[src/rtl/sram_stage_sequencer_pkg.sv]
// rtl/sram_stage_sequencer_pkg.sv - shared state encoding, stage index type and timing constants
package sram_stage_sequencer_pkg;

    typedef enum logic [2:0] {
        S_IDLE,
        S_UART_RX,
        S_SEL,
        S_START,
        S_WAIT
    } state_t;

    // One second of UART silence at 50 MHz marks end of file.
    localparam int unsigned TIMEOUT_1S = 50000000;

    // Wide enough to hold NUM_STAGES itself (up to 8), which is the "all done" marker.
    localparam int STAGE_IDX_W = 4;
    typedef logic [STAGE_IDX_W-1:0] stage_idx_t;

endpackage

[src/rtl/sram_bus_mux.sv]
// rtl/sram_bus_mux.sv - owner select for the single SRAM port (stages, UART, VGA)
module sram_bus_mux #(
    parameter int NUM_SRC = 5,
    parameter int ADDR_W  = 18,
    parameter int DATA_W  = 16,
    parameter int SEL_W   = 3
) (
    input  logic [SEL_W-1:0]          i_sel,
    input  logic [NUM_SRC*ADDR_W-1:0] i_address,
    input  logic [NUM_SRC*DATA_W-1:0] i_write_data,
    input  logic [NUM_SRC-1:0]        i_we_n,
    output logic [ADDR_W-1:0]         o_address,
    output logic [DATA_W-1:0]         o_write_data,
    output logic                      o_we_n
);

    always_comb begin
        o_address    = '0;
        o_write_data = '0;
        o_we_n       = 1'b1;
        for (int i = 0; i < NUM_SRC; i++) begin
            if (i_sel == SEL_W'(i)) begin
                o_address    = i_address[i*ADDR_W +: ADDR_W];
                o_write_data = i_write_data[i*DATA_W +: DATA_W];
                o_we_n       = i_we_n[i];
            end
        end
    end

endmodule

[src/rtl/sram_stage_sequencer.sv]
// rtl/sram_stage_sequencer.sv - sequences decode stages after a UART file receive and arbitrates the SRAM port
module sram_stage_sequencer
    import sram_stage_sequencer_pkg::*;
#(
    parameter int NUM_STAGES     = 3,
    parameter int ADDR_W         = 18,
    parameter int DATA_W         = 16,
    parameter int TIMEOUT_CYCLES = TIMEOUT_1S,
    parameter int TIMER_W        = 26,
    parameter int CYC_W          = 32
) (
    input  logic                         CLOCK_50_I,
    input  logic                         resetn,
    input  logic                         uart_rx_line,
    output logic                         uart_initialize,
    output logic                         uart_enable,
    input  logic [ADDR_W-1:0]            uart_address,
    input  logic [DATA_W-1:0]            uart_write_data,
    input  logic                         uart_we_n,
    input  logic [NUM_STAGES-1:0]        stage_skip,
    output logic [NUM_STAGES-1:0]        stage_start,
    input  logic [NUM_STAGES-1:0]        stage_done,
    input  logic [NUM_STAGES*ADDR_W-1:0] stage_address,
    input  logic [NUM_STAGES*DATA_W-1:0] stage_write_data,
    input  logic [NUM_STAGES-1:0]        stage_we_n,
    input  logic [ADDR_W-1:0]            vga_address,
    output logic                         vga_enable,
    output logic [ADDR_W-1:0]            sram_address,
    output logic [DATA_W-1:0]            sram_write_data,
    output logic                         sram_we_n,
    output logic [2:0]                   active_stage,
    output logic                         busy,
    output logic [CYC_W-1:0]             last_cycles,
    output logic [7:0]                   run_count
);

    localparam int NUM_SRC = NUM_STAGES + 2;
    localparam int SEL_W   = $clog2(NUM_SRC);

    state_t                r_state, w_next_state;
    stage_idx_t            r_idx;
    logic [TIMER_W-1:0]    r_timer;
    logic [NUM_STAGES-1:0] r_skip;
    logic [CYC_W-1:0]      r_cycles, r_last_cycles;
    logic [7:0]            r_run_count;
    logic                  r_uart_init, r_uart_en;
    logic                  w_timeout, w_all_done, w_skip_cur, w_done_cur, w_stage_owns;
    logic [SEL_W-1:0]      w_sel;

    always_comb begin
        w_skip_cur = 1'b0;
        w_done_cur = 1'b0;
        for (int i = 0; i < NUM_STAGES; i++) begin
            if (r_idx == stage_idx_t'(i)) begin
                w_skip_cur = r_skip[i];
                w_done_cur = stage_done[i];
            end
        end
    end

    assign w_all_done   = (r_idx == stage_idx_t'(NUM_STAGES));
    assign w_timeout    = (r_timer == TIMER_W'(TIMEOUT_CYCLES - 1));
    assign w_stage_owns = (r_state == S_START) || (r_state == S_WAIT);

    always_ff @(posedge CLOCK_50_I or negedge resetn) begin
        if (!resetn) begin
            r_state <= S_IDLE;
        end else begin
            r_state <= w_next_state;
        end
    end

    always_comb begin
        w_next_state = r_state;
        w_sel        = SEL_W'(NUM_STAGES + 1);
        stage_start  = '0;
        case (r_state)
            S_IDLE: begin
                if (!uart_rx_line) w_next_state = S_UART_RX;
            end
            S_UART_RX: begin
                w_sel = SEL_W'(NUM_STAGES);
                // A write in the same cycle means the file is still arriving.
                if (uart_we_n && w_timeout) w_next_state = S_SEL;
            end
            S_SEL: begin
                if (w_all_done)       w_next_state = S_IDLE;
                else if (!w_skip_cur) w_next_state = S_START;
            end
            S_START: begin
                w_sel = SEL_W'(r_idx);
                for (int i = 0; i < NUM_STAGES; i++) begin
                    stage_start[i] = (r_idx == stage_idx_t'(i));
                end
                w_next_state = S_WAIT;
            end
            S_WAIT: begin
                w_sel = SEL_W'(r_idx);
                if (w_done_cur) w_next_state = S_SEL;
            end
            default: w_next_state = S_IDLE;
        endcase
    end

    always_ff @(posedge CLOCK_50_I or negedge resetn) begin
        if (!resetn) begin
            r_idx         <= '0;
            r_timer       <= '0;
            r_skip        <= '0;
            r_cycles      <= '0;
            r_last_cycles <= '0;
            r_run_count   <= '0;
            r_uart_init   <= 1'b0;
            r_uart_en     <= 1'b0;
        end else begin
            r_uart_init <= (r_state == S_IDLE) && !uart_rx_line;
            r_uart_en   <= r_uart_init;
            case (r_state)
                S_IDLE: r_timer <= '0;
                S_UART_RX: begin
                    if (!uart_we_n) begin
                        r_timer <= '0;
                    end else if (w_timeout) begin
                        r_skip <= stage_skip;
                        r_idx  <= '0;
                    end else begin
                        r_timer <= r_timer + 1'b1;
                    end
                end
                S_SEL: begin
                    if (w_all_done)      r_run_count <= r_run_count + 8'd1;
                    else if (w_skip_cur) r_idx <= r_idx + 1'b1;
                end
                S_START: r_cycles <= CYC_W'(1);
                S_WAIT: begin
                    if (w_done_cur) begin
                        r_last_cycles <= r_cycles;
                        r_idx         <= r_idx + 1'b1;
                    end
                    if (r_cycles != '1) r_cycles <= r_cycles + 1'b1;
                end
                default: ;
            endcase
        end
    end

    sram_bus_mux #(
        .NUM_SRC (NUM_SRC),
        .ADDR_W  (ADDR_W),
        .DATA_W  (DATA_W),
        .SEL_W   (SEL_W)
    ) u_bus_mux (
        .i_sel        (w_sel),
        .i_address    ({vga_address, uart_address, stage_address}),
        .i_write_data ({{DATA_W{1'b0}}, uart_write_data, stage_write_data}),
        .i_we_n       ({1'b1, uart_we_n, stage_we_n}),
        .o_address    (sram_address),
        .o_write_data (sram_write_data),
        .o_we_n       (sram_we_n)
    );

    assign uart_initialize = r_uart_init;
    assign uart_enable     = r_uart_en;
    assign vga_enable      = (r_state == S_IDLE);
    assign busy            = (r_state != S_IDLE);
    assign active_stage    = w_stage_owns ? r_idx[2:0] : 3'd0;
    assign last_cycles     = r_last_cycles;
    assign run_count       = r_run_count;

endmodule

[config.mk]
export PLATFORM = sky130hd
export DESIGN_NAME = sram_stage_sequencer
export DESIGN_NICKNAME = d
export VERILOG_FILES = /design/src/rtl/sram_stage_sequencer_pkg.sv /design/src/rtl/sram_bus_mux.sv /design/src/rtl/sram_stage_sequencer.sv
export SDC_FILE = /design/constraint.sdc
export NUM_CORES = 1
export LEC_CHECK = 0
export BUFFER_PORTS_ARGS = -buffer_cell sky130_fd_sc_hd__buf_2
export CORE_ASPECT_RATIO = 0.75
export CORE_MARGIN = 2
export CORE_UTILIZATION = 54
export CTS_CLUSTER_DIAMETER = 30
export DETAILED_ROUTE_END_ITERATION = 10
export PLACE_DENSITY = 0.86
export SYNTH_ARGS = -nofsm -noshare
export SYNTH_HDL_FRONTEND = slang
export SYNTH_SLANG_ARGS = --single-unit
[constraint.sdc]
create_clock -name CLOCK_50_I -period 5.5 [get_ports CLOCK_50_I]
set_input_delay 0.825 -clock CLOCK_50_I [delete_from_list [all_inputs] [get_ports CLOCK_50_I]]
set_output_delay 0.825 -clock CLOCK_50_I [all_outputs]
set_load 0.02 [all_outputs]
==> results.md <==
- Clock Sinks: 110
- Relative slew slack: 18.8%
- Lkg Pwr: 4.12 nW
- Vias in the first global route: 6389
- Sw frac: 24.7%
- Setup CP Type: reg -> out
- Via density: 6.37
- Req. time, crit path: 4.68 ns
- Logic pwr share: 11.5%
- Post-Syn Area per Cell: 9.82 um2
- Min cycle time layout: 4.39 ns
- Synth area leaders: dfrtp_1 (40%), mux2_2 (6.1%), mux2i_1 (5.6%), a221o_1 (4.3%), nor2_1 (2.8%)
- Setup tns final: 0 ns
- Clk_skew: 0.00490 ns
- Main combinational cell family by area after synthesis: simple AND/OR/NAND/NOR gates
- Post-synth cell types: 74
- Synth Net Count: 866
- PostCTS Resize Cnt: 0
- Worst hold path depth: 0
- Final nets: 1092
- VDD IR max: 0.138 mV
- DR iter-0 viols: 557
- Largest net degree at the start of global routing: 69
- Overflow after GRT: 0
- Final setup vio count: 0
- R2r startpoint: r_idx[0]
- #FFs+latches synth: 110
- Clock tree buffer depth: 2
- Drt pass-1 iters: 5
- Hold bufs inserted after CTS: 0
- Buf/Inv on CP: 1
- Syn Inst Count: 692
- HP Class: reg -> reg
- Commonest register cell after synthesis: dfrtp_1
- Worst-Margin Slew: 1.21 ns
- Sequence of cells on the critical path: or3b_1, a21o_1, nand2b_1, o2bb2ai_1, a221o_1, buf_2
- RSZ-0062 raised after global routing: false
- Gp weighted congestion: 0.890
- Post-route setup slack: 1.11 ns
- CTS tree: done
- Layout cells sized above 1: 36.4%
- Simple-gate portion of the synthesized area: 21.8%
- Post-synthesis adder-cell area fraction: 1.29%
- Area leader, netlist: dfrtp_1
- Crit path max fanout: 30
- Drt drc: 0
- Core area: 12300 um2
- Layout overhead on the synthesized area: 24.6%
- First-pass GRT wire length: 34.5 mm
- Worst slack at placement: 1.52 ns
- GRT Util Overall: 33.3%
- Clock latency at the later pin of the worst-skew pair: 0.36 ns
- Hold path endpoint: uart_enable
- ANT cells: 0
- Crit path DAT: 3.56 ns
- Achievable clock frequency: 0.228 GHz
- CP startpoint kind: flip-flop
- Post-DP HPWL: 17.4 mm
- PwrDens: 206 nW/um2
- Share of synthesized registers carrying an async set or reset: 100%
- Die Span Y: 101 um
- Post-synthesis xor/xnor area fraction: 1.67%
- DRT Wirelength: 23.0 mm
- Final Max Slew Viols: 0
- DR WL/cell: 21.2 um
- Port Buffers: 251
- R2r setup slk: 2.54 ns
- Mapped Area: 6800 um2
- Post-synth EDFFs: 0
- Slowest stage delay, CP: 0.96 ns
- Slowest CP cell: nand2b_1
- Synth Area in Compound Gates: 19.5%
- Hold Crit Start: uart_initialize
- Internal Power: 1.32 mW
- Reg power frac: 46.6%
- Inserted Clock Buffers: 9
- Postcts setup bufs: 0
- Die Wd: 134 um
- Vias: 6935
- Fin crit share: 79.7%
- Initial core utilization: 55.4%
- Register area share after synthesis: 40.5%
- Clk pwr share: 41.9%
- Share of the synthesized area in the top cell type: 40.5%
- Htree depth: 3
- Mux share of post-synthesis cell area: 11.7%
- Endpoints failing hold: 0
- NetSw: 0.432 mW
- Ys Warns: 0
- R2R cell count: 8
- Root Buffer: clkbuf_16
- Num ports: 252
- Num rows: 35
- Critical R2R Capture: last_cycles[2]
- CP delay by family, top: simple AND/OR/NAND/NOR gates
- CTS clock-pin slew for the worst setup and hold paths: 0.07 ns
- Max_cap viols: 0
- Setup crit end kind: output port
- Antenna violations before repair: 1
- Status: complete, no violations
- Post-DRT Antenna Nets: 0
- Die area: 13500 um2
-- power groups by stage --
stage	registers [mW]	clock network [mW]	logic [mW]
final	0.815	0.732	0.202
after detailed placement	0.831	0	0.197
after floorplan	0.830	0	0.0806
after global routing	0.815	0.772	0.215
after CTS	0.815	0.737	0.198
after global placement	0.830	0	0.196
-- final cells by class --
type | instances | area, um2
clock buffer | 10 | 239
clock inverter | 6 | 103
fill | 994 | 3790
inverter | 10 | 37.5
multi-input combinational | 529 | 3820
sequential | 110 | 2750
tap | 166 | 208
timing repair buffer | 258 | 1310
-- cell usage in the layout, fill, tap and decap left out, types with 5 or more instances in the layout --
cell,Yosys,final
and4_1,8,8
dfrtp_1,110,109
nor2_1,51,50
or4_1,14,14
o21a_1,6,6
mux2_2,37,37
a221o_1,29,29
and2_1,6,6
nand4_1,18,18
o31ai_1,21,21
and3_1,14,14
mux2i_1,38,38
buf_2,15,250
nand2_1,45,45
buf_4,4,8
xor2_1,10,10
nor3_1,5,5
o2bb2ai_1,15,15
nand3_1,22,22
a21oi_1,37,37
or3_1,15,15
a31oi_1,7,7
o21ai_0,36,36
inv_1,10,10
clkbuf_16,0,9
ha_1,7,7
nand2b_1,8,8
nor4_1,7,7
-- state kept, by name, summed over array words and instances, names as in the netlist --
signal           cells
uart_enable          1
last_cycles         32
r_timer             26
r_skip               3
r_state              3
r_idx                4
r_cycles            32
uart_initialize      1
run_count            8
-- kinds of logic (layout without fill, tap and decap cells) --
group / Yosys count / in the layout
xor+xnor: 13 / 13
fa+ha+maj: 7 / 7
buf+inv: 53 / 284
simple gates: 249 / 249
compound gates: 185 / 185
mux: 75 / 75
flops: 110 / 110
-- how the worst max path moves through the flow --
| stage | from | to | slack, ns | cells past startpoint |
|---|---|---|---|---|
| after floorplan | r_idx[0] | sram_write_data[10] | 2.76 | 6 |
| after global placement | r_state[1] | sram_we_n | 1.67 | 6 |
| after detailed placement | r_state[1] | sram_we_n | 1.52 | 6 |
| after CTS | r_state[1] | sram_we_n | 1.12 | 6 |
| after global routing | r_state[1] | sram_address[14] | 0.91 | 6 |
| final | r_state[1] | sram_address[15] | 1.11 | 6 |
-- through the flow --
step	cells	hold WS [ns]	util, %	area [um2]	power, mW
2_1_floorplan	692	0.471	-	6800	0.911
3_3_place_gp	1073	0.350	66.3	8130	1.03
3_5_place_dp	1073	0.363	66.3	8130	1.03
4_1_cts	1089	0.376	69.1	8470	1.75
5_1_grt	1089	0.404	69.1	8470	1.80
6_report	1089	0.375	69.1	8470	1.75
-- synthesized netlist by cell type, types with 3 or more instances --
| library cell | instances |
|---|---|
| a22oi_1 | 4 |
| a21oi_1 | 37 |
| mux2i_1 | 38 |
| nor4_4 | 3 |
| nand3_1 | 22 |
| and3_1 | 14 |
| a31oi_1 | 7 |
| nand2_1 | 45 |
| ha_1 | 7 |
| and4_1 | 8 |
| o2bb2ai_1 | 15 |
| dfrtp_1 | 110 |
| xnor2_1 | 3 |
| or4_1 | 14 |
| nor4_1 | 7 |
| nand4_1 | 18 |
| nor4bb_1 | 3 |
| a41oi_1 | 3 |
| and2_1 | 6 |
| a221o_1 | 29 |
| nor2_1 | 51 |
| a21o_1 | 3 |
| nor3b_1 | 3 |
| nor3_1 | 5 |
| clkbuf_1 | 22 |
| or3_1 | 15 |
| buf_4 | 4 |
| inv_1 | 10 |
| o21a_1 | 6 |
| buf_2 | 15 |
| o21ai_0 | 36 |
| xor2_1 | 10 |
| o31ai_1 | 21 |
| mux2_2 | 37 |
| and3b_1 | 4 |
| nand2b_1 | 8 |
-- layer usage --
metal  share of wire, %  up-vias  GRT usage, %
met1                 41     3397          43.7
li1                   -     3119             -
met3                 11       35          12.6
met4                1.5        2          8.27
met2                 47      382          52.3
met5               0.27        -          3.47
Note: power is estimated with default switching activity, not from simulation.
